--- src/rtl/pulse_train_gen.sv ---
// pulse_train_gen: emits a programmable burst of single-cycle increment pulses
// separated by a fixed number of idle cycles, then a one-cycle done strobe.
// All outputs are decoded from registered state only.
module pulse_train_gen #(
  parameter int N_WIDTH   = 4,
  parameter int GAP_WIDTH = 4
) (
  input  logic                 clk,
  input  logic                 reset,
  input  logic                 start,
  input  logic [N_WIDTH-1:0]   count,
  input  logic [GAP_WIDTH-1:0] gap,
  output logic                 pulse,
  output logic                 busy,
  output logic                 done,
  output logic [N_WIDTH-1:0]   remaining
);

  typedef enum logic [1:0] {
    S_IDLE  = 2'd0,
    S_PULSE = 2'd1,
    S_GAP   = 2'd2,
    S_DONE  = 2'd3
  } state_t;

  state_t               state_q,     state_d;
  logic [N_WIDTH-1:0]   remaining_q, remaining_d;
  logic [GAP_WIDTH-1:0] gap_lat_q,   gap_lat_d;
  logic [GAP_WIDTH-1:0] gap_cnt_q,   gap_cnt_d;

  // State and datapath registers; reset clears everything so no stale burst resumes.
  always_ff @(posedge clk or posedge reset) begin
    if (reset) begin
      state_q     <= S_IDLE;
      remaining_q <= '0;
      gap_lat_q   <= '0;
      gap_cnt_q   <= '0;
    end else begin
      state_q     <= state_d;
      remaining_q <= remaining_d;
      gap_lat_q   <= gap_lat_d;
      gap_cnt_q   <= gap_cnt_d;
    end
  end

  // Next-state logic; decrements are guarded so no counter ever wraps below zero.
  always_comb begin
    state_d     = state_q;
    remaining_d = remaining_q;
    gap_lat_d   = gap_lat_q;
    gap_cnt_d   = gap_cnt_q;
    case (state_q)
      S_IDLE: begin
        if (start) begin
          if (count != '0) begin
            remaining_d = count;
            gap_lat_d   = gap;
            state_d     = S_PULSE;
          end else begin
            state_d = S_DONE;
          end
        end
      end
      S_PULSE: begin
        remaining_d = remaining_q - N_WIDTH'(1);
        if (remaining_q == N_WIDTH'(1)) begin
          state_d = S_DONE;
        end else if (gap_lat_q == '0) begin
          state_d = S_PULSE;
        end else begin
          // Loaded with gap-1 so that GAP lasts exactly gap cycles.
          gap_cnt_d = gap_lat_q - GAP_WIDTH'(1);
          state_d   = S_GAP;
        end
      end
      S_GAP: begin
        if (gap_cnt_q == '0) begin
          state_d = S_PULSE;
        end else begin
          gap_cnt_d = gap_cnt_q - GAP_WIDTH'(1);
        end
      end
      S_DONE: begin
        state_d = S_IDLE;
      end
      default: begin
        state_d = S_IDLE;
      end
    endcase
  end

  assign pulse     = (state_q == S_PULSE);
  assign busy      = (state_q != S_IDLE);
  assign done      = (state_q == S_DONE);
  assign remaining = remaining_q;

endmodule

--- config.mk ---
export PLATFORM = sky130hd
export DESIGN_NAME = pulse_train_gen
export DESIGN_NICKNAME = d
export VERILOG_FILES = /design/src/rtl/pulse_train_gen.sv
export SDC_FILE = /design/constraint.sdc
export NUM_CORES = 1
export LEC_CHECK = 0
export CAP_MARGIN = 20
export CORE_AREA = 2 2 48 50
export CTS_CLUSTER_DIAMETER = 150
export DETAILED_ROUTE_END_ITERATION = 12
export DIE_AREA = 0 0 50 52
export HOLD_SLACK_MARGIN = 0.12
export PLACE_DENSITY = 0.74
export SYNTH_ARGS = -nofsm -noshare
export SYNTH_HDL_FRONTEND = slang
export SYNTH_SLANG_ARGS = --single-unit
--- constraint.sdc ---
create_clock -name clk -period 1.51 [get_ports clk]
set_input_delay 0.2265 -clock clk [delete_from_list [all_inputs] [get_ports clk]]
set_output_delay 0.2265 -clock clk [all_outputs]
set_load 0.05 [all_outputs]
==> results of run 1 <==
## per-layer routing
layer  GRT usage  up-vias  share of wire
li1            -      415              -
met1       0.270      426           0.44
met2       0.373        7           0.53
met3      0.0316        4          0.013
met4       0.116        0          0.013
met5           0        -              0
## metrics by stage
| step | TNS (ns) | std cells | setup slack, ns |
|---|---|---|---|
| after floorplan | -0.114 | 85 | -0.0761 |
| after global placement | -1.07 | 151 | -0.159 |
| after detailed placement | -1.91 | 151 | -0.244 |
| after CTS | -0.0256 | 160 | -0.0196 |
| after global routing | -0.280 | 162 | -0.0733 |
| final | -0.0195 | 162 | -0.0180 |
## worst paths after layout
check	startpoint	end
max in group asynchronous	reset	gap_cnt_q[3]
min	reset	remaining[3]
min reg2reg	gap_lat_q[3]	gap_lat_q[3]
min in group clk	gap[2]	gap_lat_q[2]
max reg2reg	state_q[0]	gap_cnt_q[2]
max	state_q[0]	gap_cnt_q[2]
## area by class of cell
cell class                      count  area (sq um)  area share
Sequential cell                    14           355       0.240
Multi-Input combinational cell     64           561       0.379
Inverter                            5          23.8      0.0161
Clock buffer                        4          36.3      0.0245
Timing Repair Buffer               47           468       0.316
Tap cell                           28          35.0      0.0237
## Yosys cell counts
cell type,n
inv_1,4
o211a_1,1
buf_6,1
a21oi_1,4
or2_2,1
o22ai_2,1
mux2i_1,6
ha_1,3
xnor2_1,2
nand2_1,5
buf_4,1
or3b_1,1
a311oi_1,2
and2b_1,2
o21ai_0,3
nor4_2,2
nand2b_4,1
dfrtp_1,14
nand2b_1,3
mux2_4,1
and2_1,1
nor4_1,3
nor3b_1,1
mux2_2,4
a31oi_1,3
nand2b_2,1
o22ai_1,1
nor2_2,1
nor2_1,1
and3_1,2
nand2_2,2
inv_4,1
nor3_1,4
a221oi_1,1
a311o_1,1
## power by group
group / internal [mW] / switching, mW
Sequential: 0.589 / 0.207
Combinational: 1.40 / 1.27
Clock: 0.147 / 0.136
## registers in the layout, summed over array words and instances, names as in the netlist
name	count
state_q	2
gap_lat_q	4
gap_cnt_q	4
remaining	4
## cell families after synthesis
| kind of cell | share of synthesized area |
|---|---|
| simple gates | 0.228 |
| compound gates | 0.134 |
| flops | 0.395 |
| mux | 0.135 |
| buf+inv | 0.0451 |
| fa+ha+maj | 0.0423 |
| xor+xnor | 0.0197 |
## cell usage in the layout, fill, tap and decap left out, drive strengths merged
cell type / n
a311oi: 2
xnor2: 2
a21oi: 4
ha: 3
mux2i: 6
o22ai: 2
o21ai: 3
mux2: 5
and2b: 2
nand2b: 5
nor4: 5
a31oi: 3
a311o: 1
nor3b: 1
clkbuf: 4
inv: 5
and2: 1
nor3: 4
nand2: 7
a221oi: 1
or2: 1
nor2: 2
o211a: 1
buf: 37
or3b: 1
and3: 2
dfrtp: 14
clkdlybuf4s50: 10
## critical path: cells and delay by family (launching register included)
| family | cells | cell delay [ns] |
|---|---|---|
| AO/OA/AOI/OAI | 2 | 0.32 |
| adder cells (fa/ha/maj) | 1 | 0.22 |
| buffers and inverters | 1 | 0.04 |
| flip-flops | 1 | 0.44 |
| multiplexers | 1 | 0.20 |
| AND/OR/NAND/NOR | 1 | 0.17 |
## timing repair
action                     in CTS  in global routing
resized for setup              17                  3
setup endpoints to repair       8                 13
buffers inserted                5                  2
hold buffers                    0                  0
pin swaps                       4                  2
==> run_results.csv, run 1 <==
group,metric,value,unit
run_status,outcome,"complete, but fails checks",
run_status,violations,"setup timing",
worst_setup_path,cpMostUsedCell,"a311oi_1",
timing,setup_ws,-0.0180,ns
power,leakagePower,0.662,nW
layout,nets,149,
timing,rsz0062_at_grt,"true",
placement,dpl-instance-area,0.00132,sq mm
worst_setup_path,critPathMaxStageDelay,0.44,ns
placement,hpwl,1780,um
logic_synthesis,yosysWarnings,0,
logic_synthesis,ys_ff_latch,14,
detailed_routing,post_drt_via_cell_ratio,5.26,
global_routing,grt.total_usage,0.220,
power,finalPower,3.76,mW
cts,clk_latency,0.28,ns
flow_run,maxCapViolations,0,
logic_synthesis,synth_top_area_share,0.395,
global_routing,grt_pass1_wl,4260,um
layout,fin_util,0.702,
cts,htree_levels,1,
layout,layout-drive-gt1-share,0.530,
global_routing,grt_max_degree,9,
worst_setup_path,crit_chain,"nand2b_4 -> mux2i_2 -> ha_2 -> inv_2 -> a311oi_1 -> a311oi_1",
detailed_routing,antenna_left,0,
timing,relSlewSlack,0.700,
layout,post-route-cell-area,0.00148,sq mm
cts,numClockSinks,14,
placement,gp_congestion,0.827,
logic_synthesis,synth_area_leader_cell,"dfrtp_1",
logic_synthesis,avgSynthCellArea,10.4,sq um
floorplanning,fp.dieW,50,um
min_path,hold_path_class,"in -> async",
worst_setup_path,crit_arrival,1.69,ns
cts,clock_path_buffers,2,
layout,syn_to_final_growth,66.7,%
worst_setup_path,cp-start-kind,"flip-flop",
worst_setup_path,rrSetupSlack,-0.02,ns
worst_setup_path,slowest_stage,"dfrtp_2",
worst_setup_path,end_kind,"flip-flop",
cts,clkSlewWorstSetupHoldPaths,0.09,ns
timing,fin_worst_hold_slack,0.155,ns
detailed_routing,drtPass1Iterations,4,
logic_synthesis,synth_seq_area_share,0.395,
placement,portBuffers,17,
detailed_routing,drt_wl_total,2450,um
logic_synthesis,ys_types,35,
timing,worst_slew_pin_slew,0.446,ns
timing,finalClockSkew,0.00100,ns
floorplanning,coreArea,0.00211,sq mm
timing,fmax,654,MHz
logic_synthesis,synth_cells,85,
timing,period_needed,1.53,ns
global_routing,gr-total-overflow,0,
logic_synthesis,syn_area,887,sq um
floorplanning,rows,17,
timing,finalMaxSlewViolations,0,
global_routing,grt_pass1_vias,926,
layout,num_antenna_cells,0,
detailed_routing,post_drt_wl_per_cell,15.1,um
detailed_routing,vias,852,
cts,cts-root-buf,"clkbuf_4",
layout,fillers,148,
power,ir_worst_vdd,1.57,mV
worst_setup_path,crit_required,1.67,ns
cts,cts_tree,"yes",
floorplanning,dieArea,0.00260,sq mm
timing,setup_violations,2,
detailed_routing,drc,0,
floorplanning,fp.dieH,52,um
logic_synthesis,synth.top_cells.by_area,"dfrtp_1, mux2i_1, mux2_2",
worst_setup_path,criticalPathCategory,"reg -> reg",
cts,cts_buffers,3,
floorplanning,pin_count,18,
global_routing,antenna_found_initial,0,
logic_synthesis,syn_nets,99,
detailed_routing,drt_first_iter_violations,31,
timing,finalHoldViolCount,0,
power,p_per_area,2540,mW/mm^2
timing,period_share,1.01,
worst_setup_path,rr_worst_depth,6,
floorplanning,start_util,0.421,
worst_setup_path,path_max_fanout,4,
(Power assumes the default switching activity.)
==> run 2, diff against run 1 <==
- SKIP_LAST_GASP: unset -> 1
- TNS_END_PERCENT: unset -> 10
==> run 2 against run 1 <==
  * The flow still finishes with violations (setup timing)
  * Register-to-register slack worse by 0.05 ns
  * Total power shrank 4.1%
  * Critical path depth is 1 higher
  * Flip-flop and latch count did not move
  * Non-clock buffer count shrank 5
  * Fmax shrank 3.0%
  * Sequential share of layout area is 0.80 points higher
  * First-iteration DRC count decreased by 68%
  * Combinational power shrank 6%
  * Worst hold slack better by 0.060 ns
  * Critical endpoint unchanged
  * Clock skew up 0.0094 ns
  * Largest cell class unchanged
  * Via count is 3.6% lower
==> run_results.csv, run 2 (same netlist as run 1, synthesis figures left out) <==
group,metric,value,unit
power,finalPower,3.60,mW
timing,setup_ws,-0.0661,ns
worst_setup_path,crit_start,"state_q[0]",
power,seqPwrFrac,0.222,
worst_setup_path,critPathMaxStageDelay,0.44,ns
worst_setup_path,crit_arrival,1.78,ns
floorplanning,coreArea,0.00211,sq mm
layout,nets,144,
detailed_routing,post_drt_wl_per_cell,14.6,um
worst_setup_path,slowest_stage,"dfrtp_2",
layout,num_antenna_cells,0,
global_routing,grt_pass1_vias,855,
global_routing,grt_max_degree,15,
detailed_routing,top_layer_used,"met4",
power,p_per_area,2520,mW/mm^2
timing,finalSetupTns,-0.154,ns
floorplanning,rows,17,
detailed_routing,wl_met3,44,um
detailed_routing,met1Wirelength,972,um
detailed_routing,drt_wl_total,2290,um
worst_setup_path,crit_chain,"nand2b_4 -> mux2i_4 -> ha_2 -> inv_1 -> nand2_1 -> a31oi_1 -> a311oi_1",
floorplanning,pin_count,18,
timing,fmax,634,MHz
timing,worst_slew_pin_slew,0.458,ns
placement,portBuffers,17,
layout,final_cell_mix,"buf_4, dfrtp_1, clkdlybuf4s50_1",
placement,hpwl,1670,um
layout,fin_cells,157,
cts,numClockSinks,14,
cts,cts_tree,"yes",
timing,finalHoldViolCount,0,
worst_setup_path,path_max_fanout,4,
floorplanning,fp.dieH,52,um
detailed_routing,drtPass1Iterations,4,
cts,clock_path_buffers,2,
worst_setup_path,crit_required,1.71,ns
layout,fillers,141,
timing,finalClockSkew,0.0104,ns
detailed_routing,vias,821,
layout,final_common_cell,"buf_4",
detailed_routing,drc,0,
global_routing,grt_pass1_wl,3820,um
power,internal_power,2.06,mW
floorplanning,dieArea,0.00260,sq mm
detailed_routing,antenna_left,0,
run_status,outcome,"complete, but fails checks",
run_status,violations,"setup timing",
worst_setup_path,end_kind,"flip-flop",
worst_setup_path,cp-start-kind,"flip-flop",
placement,dp_slack,-0.317,ns
min_path,hold_path_class,"in -> async",
cts,cts-root-buf,"clkbuf_4",
worst_setup_path,rr_startpoint,"state_q[0]",
layout,layout-drive-gt1-share,0.488,
placement,gp_congestion,0.836,
worst_setup_path,criticalPathCategory,"reg -> reg",
power,clkPwrFrac,0.079,
detailed_routing,drt_first_iter_violations,10,
placement,dpl-instance-area,0.00132,sq mm
timing,rsz0062_at_grt,"true",
cts,clkSlewWorstSetupHoldPaths,0.10,ns
detailed_routing,post_drt_via_cell_ratio,5.23,
flow_run,maxCapViolations,0,
timing,finalMaxSlewViolations,0,
timing,setup_violations,9,
power,combPwrFrac,0.699,
layout,syn_to_final_growth,61.4,%
power,switching_share,0.429,
floorplanning,fp.dieW,50,um
global_routing,antenna_found_initial,0,
detailed_routing,met2WireLength,1210,um
cts,htree_levels,1,
layout,post-route-cell-area,0.00143,sq mm
power,leakagePower,0.637,nW
timing,period_needed,1.58,ns
cts,clk_latency,0.30,ns
timing,relSlewSlack,0.692,
layout,fin_util,0.680,
power,ir_worst_vdd,1.81,mV
timing,fin_worst_hold_slack,0.215,ns
timing,period_share,1.04,
floorplanning,start_util,0.421,
global_routing,gr-total-overflow,0,
placement,placed_cells,151,
cts,cts_hold_buf,0,
power,netSwitchingPower,1.54,mW
global_routing,grt.total_usage,0.202,
cts,cts_buffers,3,
## run 2: path summary, 6_finish.rpt
| path | endpoint | slack (ns) | cells past startpoint |
|---|---|---|---|
| setup / recovery | gap_cnt_q[2] | -0.07 | 7 |
| hold / removal | gap_cnt_q[3] | 0.22 | 3 |
| setup reg to reg | gap_cnt_q[2] | -0.07 | 7 |
| hold reg to reg | gap_lat_q[3] | 0.60 | 1 |
| max in group asynchronous | remaining[1] | 1.11 | 3 |
| min in group clk | gap_lat_q[1] | 0.55 | 2 |
## run 2: power by group through the flow
| stage | clock (mW) | combinational [mW] | sequential (mW) |
|---|---|---|---|
| after floorplan | 0 | 1.15 | 0.986 |
| after global placement | 0 | 2.26 | 0.767 |
| after detailed placement | 0 | 2.31 | 0.776 |
| after CTS | 0.286 | 2.47 | 0.789 |
| after global routing | 0.303 | 2.70 | 0.825 |
| final | 0.286 | 2.52 | 0.799 |
## run 2: worst max-delay path: cells and delay by family (launching register included)
family | cells | cell delay, ns
DFF | 1 | 0.44
adders and majority gates | 1 | 0.21
buffers and inverters | 1 | 0.06
AOI/OAI and AO/OA | 2 | 0.27
and+or+nand+nor | 2 | 0.25
muxes | 1 | 0.25
## run 2: layer usage
metal  vias to the layer above  global-route usage
li1                        405                   -
met1                       400               0.225
met2                         9               0.375
met3                         7              0.0287
met4                         0              0.0972
met5                         -                   0
## run 2: layout make-up
class	instances	area, sq um	area share
flip-flops and latches	14	355	0.248
repair buffers	42	427	0.298
well taps	28	35.0	0.0245
inverters	5	21.3	0.0149
clock buffers	4	36.3	0.0253
multi-input cells	64	557	0.389
## run 2: repair_timing
item                       CTS  global route
setup buffers                2             0
resized for setup           13             2
setup endpoints to repair   13            16
pin swaps                    0             1
